===== src/rtl/muldiv_if.sv =====
// Handshake/data bundle between the EX stage and the HI/LO multiply/divide sequencer.
// The master side drives ops and mthi/mtlo writes; the slave side returns stall, completion and HI/LO.
interface muldiv_if;
    logic        start;
    logic [3:0]  mul_control;
    logic [31:0] src_a;
    logic [31:0] src_b;
    logic        flush;
    logic        hi_wen;
    logic        lo_wen;
    logic [31:0] wdata;
    logic        busy;
    logic        done;
    logic [31:0] hi;
    logic [31:0] lo;

    modport master (
        output start, mul_control, src_a, src_b, flush, hi_wen, lo_wen, wdata,
        input  busy, done, hi, lo
    );

    modport slave (
        input  start, mul_control, src_a, src_b, flush, hi_wen, lo_wen, wdata,
        output busy, done, hi, lo
    );
endinterface


===== src/rtl/muldiv_ctrl.sv =====
// HI/LO multiply/divide sequencer: pipelined 32x32 multiply, radix-2 restoring divide,
// architectural HI/LO ownership, pipeline stall, flush cancel and mthi/mtlo service.
module muldiv_ctrl #(
    parameter int MUL_LAT = 2
) (
    input  logic     clk,
    input  logic     resetn,
    muldiv_if.slave  bus
);

    typedef enum logic [1:0] {
        ST_IDLE = 2'd0,
        ST_MUL  = 2'd1,
        ST_DIV  = 2'd2
    } state_t;

    localparam logic [5:0] MUL_LAST = 6'(MUL_LAT - 1);
    localparam logic [5:0] DIV_LAST = 6'd31;

    state_t      state_reg;
    state_t      state_next;
    logic [5:0]  cnt_reg;
    logic [31:0] hi_reg;
    logic [31:0] lo_reg;
    logic        done_reg;

    // ------------------------------------------------------------------
    // Op decode and accept
    // ------------------------------------------------------------------
    logic accept;
    logic is_mul_op;
    logic op_mult;
    logic op_div;
    logic mul_last;
    logic div_last;
    logic finish;

    // Multi-hot codes resolve to the lowest set bit.
    assign op_mult   = bus.mul_control[0];
    assign is_mul_op = bus.mul_control[0] | bus.mul_control[1];
    assign op_div    = bus.mul_control[2] & ~bus.mul_control[1] & ~bus.mul_control[0];

    assign accept = (state_reg == ST_IDLE) & bus.start & ~bus.flush
                  & (bus.mul_control != 4'd0);

    assign mul_last = (state_reg == ST_MUL) && (cnt_reg == MUL_LAST);
    assign div_last = (state_reg == ST_DIV) && (cnt_reg == DIV_LAST);
    assign finish   = (mul_last | div_last) & ~bus.flush;

    // ------------------------------------------------------------------
    // FSM
    // ------------------------------------------------------------------
    always_ff @(posedge clk or negedge resetn) begin
        if (!resetn) begin
            state_reg <= ST_IDLE;
        end else begin
            state_reg <= state_next;
        end
    end

    always_comb begin
        state_next = state_reg;
        case (state_reg)
            ST_IDLE: begin
                if (accept) begin
                    state_next = is_mul_op ? ST_MUL : ST_DIV;
                end
            end
            ST_MUL: begin
                if (bus.flush || (cnt_reg == MUL_LAST)) begin
                    state_next = ST_IDLE;
                end
            end
            ST_DIV: begin
                if (bus.flush || (cnt_reg == DIV_LAST)) begin
                    state_next = ST_IDLE;
                end
            end
            default: state_next = ST_IDLE;
        endcase
    end

    // Counter holds at its terminal value instead of wrapping when the op leaves.
    always_ff @(posedge clk or negedge resetn) begin
        if (!resetn) begin
            cnt_reg <= 6'd0;
        end else if (accept) begin
            cnt_reg <= 6'd0;
        end else if ((state_reg != ST_IDLE) && (state_next != ST_IDLE)) begin
            cnt_reg <= cnt_reg + 6'd1;
        end
    end

    // ------------------------------------------------------------------
    // Multiply: 64-bit low product of extended operands is the exact
    // signed or unsigned result; the first stage captures it at accept.
    // ------------------------------------------------------------------
    logic [63:0] mul_ext_a;
    logic [63:0] mul_ext_b;
    logic [63:0] mul_product;
    logic [63:0] mul_result;

    assign mul_ext_a   = {{32{op_mult & bus.src_a[31]}}, bus.src_a};
    assign mul_ext_b   = {{32{op_mult & bus.src_b[31]}}, bus.src_b};
    assign mul_product = mul_ext_a * mul_ext_b;

    genvar gi;
    generate
        for (gi = 0; gi < MUL_LAT; gi++) begin : g_pipe
            logic [63:0] stage_reg;
            if (gi == 0) begin : g_first
                always_ff @(posedge clk) begin
                    if (accept && is_mul_op) begin
                        stage_reg <= mul_product;
                    end
                end
            end else begin : g_shift
                always_ff @(posedge clk) begin
                    stage_reg <= g_pipe[gi-1].stage_reg;
                end
            end
        end
    endgenerate

    assign mul_result = g_pipe[MUL_LAT-1].stage_reg;

    // ------------------------------------------------------------------
    // Divide: unsigned restoring core on magnitudes, signs applied at the end
    // ------------------------------------------------------------------
    logic [31:0] mag_a;
    logic [31:0] mag_b;
    logic [31:0] quo_reg;
    logic [31:0] rem_reg;
    logic [31:0] divisor_reg;
    logic [31:0] dividend_reg;
    logic        q_neg_reg;
    logic        r_neg_reg;
    logic        div_zero_reg;

    logic [32:0] part_rem;
    logic [32:0] part_diff;
    logic [31:0] quo_next;
    logic [31:0] rem_next;
    logic [31:0] div_lo;
    logic [31:0] div_hi;

    assign mag_a = (op_div && bus.src_a[31]) ? (32'd0 - bus.src_a) : bus.src_a;
    assign mag_b = (op_div && bus.src_b[31]) ? (32'd0 - bus.src_b) : bus.src_b;

    always_ff @(posedge clk) begin
        if (accept && !is_mul_op) begin
            quo_reg      <= mag_a;
            rem_reg      <= 32'd0;
            divisor_reg  <= mag_b;
            dividend_reg <= bus.src_a;
            q_neg_reg    <= op_div & (bus.src_a[31] ^ bus.src_b[31]);
            r_neg_reg    <= op_div & bus.src_a[31];
            div_zero_reg <= (bus.src_b == 32'd0);
        end else if (state_reg == ST_DIV) begin
            quo_reg <= quo_next;
            rem_reg <= rem_next;
        end
    end

    // Bit 32 of the difference is the borrow: the remainder is always below the divisor.
    assign part_rem  = {rem_reg, quo_reg[31]};
    assign part_diff = part_rem - {1'b0, divisor_reg};
    assign rem_next  = part_diff[32] ? part_rem[31:0] : part_diff[31:0];
    assign quo_next  = {quo_reg[30:0], ~part_diff[32]};

    assign div_lo = div_zero_reg ? 32'hFFFF_FFFF
                  : (q_neg_reg ? (32'd0 - quo_next) : quo_next);
    assign div_hi = div_zero_reg ? dividend_reg
                  : (r_neg_reg ? (32'd0 - rem_next) : rem_next);

    // ------------------------------------------------------------------
    // Architectural HI/LO: mthi/mtlo beats a same-edge writeback per register
    // ------------------------------------------------------------------
    always_ff @(posedge clk or negedge resetn) begin
        if (!resetn) begin
            hi_reg   <= 32'd0;
            lo_reg   <= 32'd0;
            done_reg <= 1'b0;
        end else begin
            done_reg <= finish;
            if (bus.hi_wen) begin
                hi_reg <= bus.wdata;
            end else if (finish) begin
                hi_reg <= (state_reg == ST_MUL) ? mul_result[63:32] : div_hi;
            end
            if (bus.lo_wen) begin
                lo_reg <= bus.wdata;
            end else if (finish) begin
                lo_reg <= (state_reg == ST_MUL) ? mul_result[31:0] : div_lo;
            end
        end
    end

    assign bus.busy = resetn & ((state_reg != ST_IDLE) | accept);
    assign bus.done = done_reg;
    assign bus.hi   = hi_reg;
    assign bus.lo   = lo_reg;

endmodule


===== src/flat_wrapper.sv =====
// flat-port wrapper written by rule: the top's interface ports become plain ports
module muldiv_ctrl_flat 
#(
    parameter int MUL_LAT = 2
)
  (clk, resetn, bus_start, bus_mul_control, bus_src_a, bus_src_b, bus_flush, bus_hi_wen, bus_lo_wen, bus_wdata, bus_busy, bus_done, bus_hi, bus_lo);
  muldiv_if bus_i ();
  input  logic clk;
  input  logic resetn;
  input wire logic [$bits(bus_i.start)-1:0] bus_start;
  input wire logic [$bits(bus_i.mul_control)-1:0] bus_mul_control;
  input wire logic [$bits(bus_i.src_a)-1:0] bus_src_a;
  input wire logic [$bits(bus_i.src_b)-1:0] bus_src_b;
  input wire logic [$bits(bus_i.flush)-1:0] bus_flush;
  input wire logic [$bits(bus_i.hi_wen)-1:0] bus_hi_wen;
  input wire logic [$bits(bus_i.lo_wen)-1:0] bus_lo_wen;
  input wire logic [$bits(bus_i.wdata)-1:0] bus_wdata;
  output wire logic [$bits(bus_i.busy)-1:0] bus_busy;
  output wire logic [$bits(bus_i.done)-1:0] bus_done;
  output wire logic [$bits(bus_i.hi)-1:0] bus_hi;
  output wire logic [$bits(bus_i.lo)-1:0] bus_lo;
  assign bus_i.start = bus_start;
  assign bus_i.mul_control = bus_mul_control;
  assign bus_i.src_a = bus_src_a;
  assign bus_i.src_b = bus_src_b;
  assign bus_i.flush = bus_flush;
  assign bus_i.hi_wen = bus_hi_wen;
  assign bus_i.lo_wen = bus_lo_wen;
  assign bus_i.wdata = bus_wdata;
  assign bus_busy = bus_i.busy;
  assign bus_done = bus_i.done;
  assign bus_hi = bus_i.hi;
  assign bus_lo = bus_i.lo;
  muldiv_ctrl #(.MUL_LAT(MUL_LAT)) u_core (.clk(clk), .resetn(resetn), .bus(bus_i));
endmodule

===== config.mk =====
export PLATFORM = sky130hd
export DESIGN_NAME = muldiv_ctrl_flat
export DESIGN_NICKNAME = d
export VERILOG_FILES = /design/src/rtl/muldiv_if.sv /design/src/rtl/muldiv_ctrl.sv /design/src/flat_wrapper.sv
export SDC_FILE = /design/constraint.sdc
export NUM_CORES = 2
export LEC_CHECK = 0
export ABC_CLOCK_PERIOD_IN_PS = 12300
export CAP_MARGIN = 40
export CORE_ASPECT_RATIO = 0.9
export CORE_MARGIN = 2
export CORE_UTILIZATION = 35
export DETAILED_ROUTE_END_ITERATION = 7
export REMOVE_ABC_BUFFERS = 1
export SLEW_MARGIN = 40
export SYNTH_ARGS = -nofsm -noshare
export SYNTH_HDL_FRONTEND = slang
export SYNTH_SLANG_ARGS = --single-unit

===== constraint.sdc =====
create_clock -name clk -period 12.3 [get_ports clk]
set_input_delay 2.46 -clock clk [delete_from_list [all_inputs] [get_ports clk]]
set_output_delay 2.46 -clock clk [all_outputs]
set_load 0.01 [all_outputs]

==> metrics.yaml <==
status:
  status: "finished clean"
logic_synthesis:
  ys_ff_latch: 332
  yosysSeqAreaShare_pct: 15.7
  synth.most_common_cell: "inv_1"
  netlist_top_cells_area: "fa_1 41%, edfxtp_1 8.9%, inv_1 7.9%"
  synth-edff-count: 163
  synth_commonest_cells: "1163 x inv_1, 1126 x fa_1, 911 x nand2_1"
  ys_async_sr_fraction_pct: 22.0
  yosys.area.top_type: "fa_1"
  ys_types: 86
  syn_inst: 5965
  yosys_warnings: 0
  yosysTopAreaCellShare_pct: 40.9
  synth_top_flop_cell: "edfxtp_1"
  syn_area_um2: 55200
  syn_avg_cell_area_um2: 9.25
setup_path:
  critical_path_required_ns: 12.62
  max_stage_delay_ns: 0.92
  critical_path.top_delay_family: "adder cells"
  cp_common_cell: "fa_1"
  crit_fanout: 13
  slowest_stage: "clkdlybuf4s50_1"
  arrival_ns: 11.36
  rr_endpoint: "u_core.bus.hi[24]"
  r2r_slack_ns: 5.99
  crit_buf_inv: 7
  end_kind: "flop"
  r2r.worst_path.cells: 23
  timing.rr.start: "u_core.quo_reg[31]"
  worstSetupStartpointType: "input port"
  crit_type: "input port to flop"
clock_network:
  clk_pin_slew_worst_paths_ns: 0.06
  clkSinkCount: 332
  htreeDepth: 2
  clockRootBuffer: "clkbuf_16"
  cts_resized: 0
  clockBufferDepth: 3
  hold_buffers: 0
  post-cts-setup-buffer-count: 0
  cts_made_buffers: 36
  cts_tree: "done"
  insertion_delay_ns: 0.57
drt:
  remaining_drc_errors: 0
  via_per_inst: 5.12
  routedWlPerCell_um: 21.3
  ant_nets: 0
  first_iter_violations: 3092
  vias: 41100
  wirelength_um: 171000
  firstDrtPassIters: 6
floorplanning:
  die-height_um: 381
  dieWidth_um: 422
  dieArea_um2: 161000
  num_rows: 138
  core-area_um2: 157000
  floorplan.initialDensity_pct: 35.1
  num_io_pins: 172
global_route:
  first_global_vias: 44300
  grt.busiest_layer: "met2"
  grt_start_max_net_pins: 72
  antenna_found_initial: 8
  met3_usage_pct: 3.42
  use_met1_pct: 28.9
  grt_pass1_wl_um: 268000
  track_usage_pct: 21.6
  gr-total-overflow: 0
  use_met2_pct: 35.5
sta:
  grt_setup_unrepaired: "no"
  hold_viol_final: 0
  clock_skew_ns: 0.0276
  fin_ws_ns: 1.27
  finalCritPeriodShare_pct: 89.7
  slew_viol_final: 0
  setup_tns_ns: 0
  setup_viol: 0
  period_minus_slack_ns: 11.03
  maxSlewHeadroom_pct: 41.3
  fmax_mhz: 90.6
  worstMarginPinSlew_ns: 0.878
finish:
  final_net_count: 7393
  nFillCells: 15700
  multi_input_area_um2: 40800
  largest_reg_flops: 128
  final_util_pct: 38.2
  syn_to_final_growth_pct: 8.63
  regArea_um2: 8640
  drive_gt1_share_pct: 4.55
run:
  drv_cap: 0
min_path:
  hp-class: "flop to flop"
  min_to: "u_core.g_pipe[1].stage_reg[3]"
  hold_path_depth: 0
  hold_start: "u_core.g_pipe[0].stage_reg[3]"
placement:
  place_ws_ns: 0.723
  place.port_buffers: 171
  gp_congestion: 0.913
  dp_hpwl_um: 138000
==> cells in the final DEF (no fill, tap or decap), types with 45 or more instances in the layout <==
master,netlist,routed
clkdlybuf4s50_1,0,116
nor2_1,203,200
o21ai_0,158,158
xnor2_1,135,135
inv_1,1163,1161
fa_1,1126,1126
edfxtp_1,163,163
nand3_1,47,45
a21oi_1,185,185
ha_1,251,251
buf_4,5,112
nor3_1,49,49
dfxtp_1,96,96
nand2_1,911,911
and2_1,349,350
dfrtp_1,73,73
xor2_1,74,74
a21o_1,51,50
==> routing by layer <==
layer / vias up / part of all wire, % / wire, um
met5: - / 0.033 / 56
met2: 1476 / 46 / 78900
li1: 18100 / - / -
met1: 21200 / 42 / 72200
met4: 10 / 4.5 / 7740
met3: 257 / 7.0 / 11900
==> through the flow <==
stage / cells / hold WS (ns) / cell area, um^2
2_1_floorplan: 5598 / 0.323 / 53700
3_3_place_gp: 7971 / 0.324 / 58700
3_5_place_dp: 7971 / 0.327 / 58700
4_1_cts: 8037 / 0.339 / 59900
5_1_grt: 8038 / 0.342 / 59900
6_report: 8041 / 0.338 / 59900
==> final cells by class <==
| cell class | instances | share of cell area [%] |
|---|---|---|
| flip-flops and latches | 332 | 14.4 |
| diodes | 3 | 0.0125 |
| multi-input cells | 4100 | 68.0 |
| repair buffers | 274 | 3.84 |
| clock inverters | 16 | 0.322 |
| inverters | 1166 | 7.31 |
| clock buffers | 50 | 1.67 |
| well taps | 2100 | 4.38 |
==> cell families (layout without fill, tap and decap cells) <==
family / count (synthesis) / count (layout) / share of synthesized area, %
AO/OA/AOI/OAI: 689 / 689 / 8.01
flip-flops: 332 / 332 / 15.7
XOR/XNOR: 209 / 209 / 3.32
adder cells (fa/ha/maj): 1377 / 1377 / 46.6
buffers and inverters: 1533 / 1506 / 10.5
other: 0 / 3 / 0
multiplexers: 42 / 42 / 0.801
AND/OR/NAND/NOR: 1783 / 1783 / 15.1
==> worst max-delay path by stage <==
| stage | startpoint | cells after the start | slack (ns) | to |
|---|---|---|---|---|
| after detailed placement | bus_mul_control[0] | 29 | 0.72 | u_core.g_pipe[0].stage_reg[63] |
| after global placement | bus_mul_control[0] | 28 | 0.84 | u_core.g_pipe[0].stage_reg[58] |
| after floorplan | bus_mul_control[0] | 27 | 2.05 | u_core.g_pipe[0].stage_reg[63] |
| after global routing | bus_src_b[1] | 28 | 0.94 | u_core.g_pipe[0].stage_reg[61] |
| final | bus_src_b[3] | 26 | 1.27 | u_core.g_pipe[0].stage_reg[61] |
| after CTS | bus_mul_control[0] | 29 | 1.31 | u_core.g_pipe[0].stage_reg[63] |
Power is not shown: default switching activity piles up to over one toggle a cycle in this logic, so the estimate is an artifact.
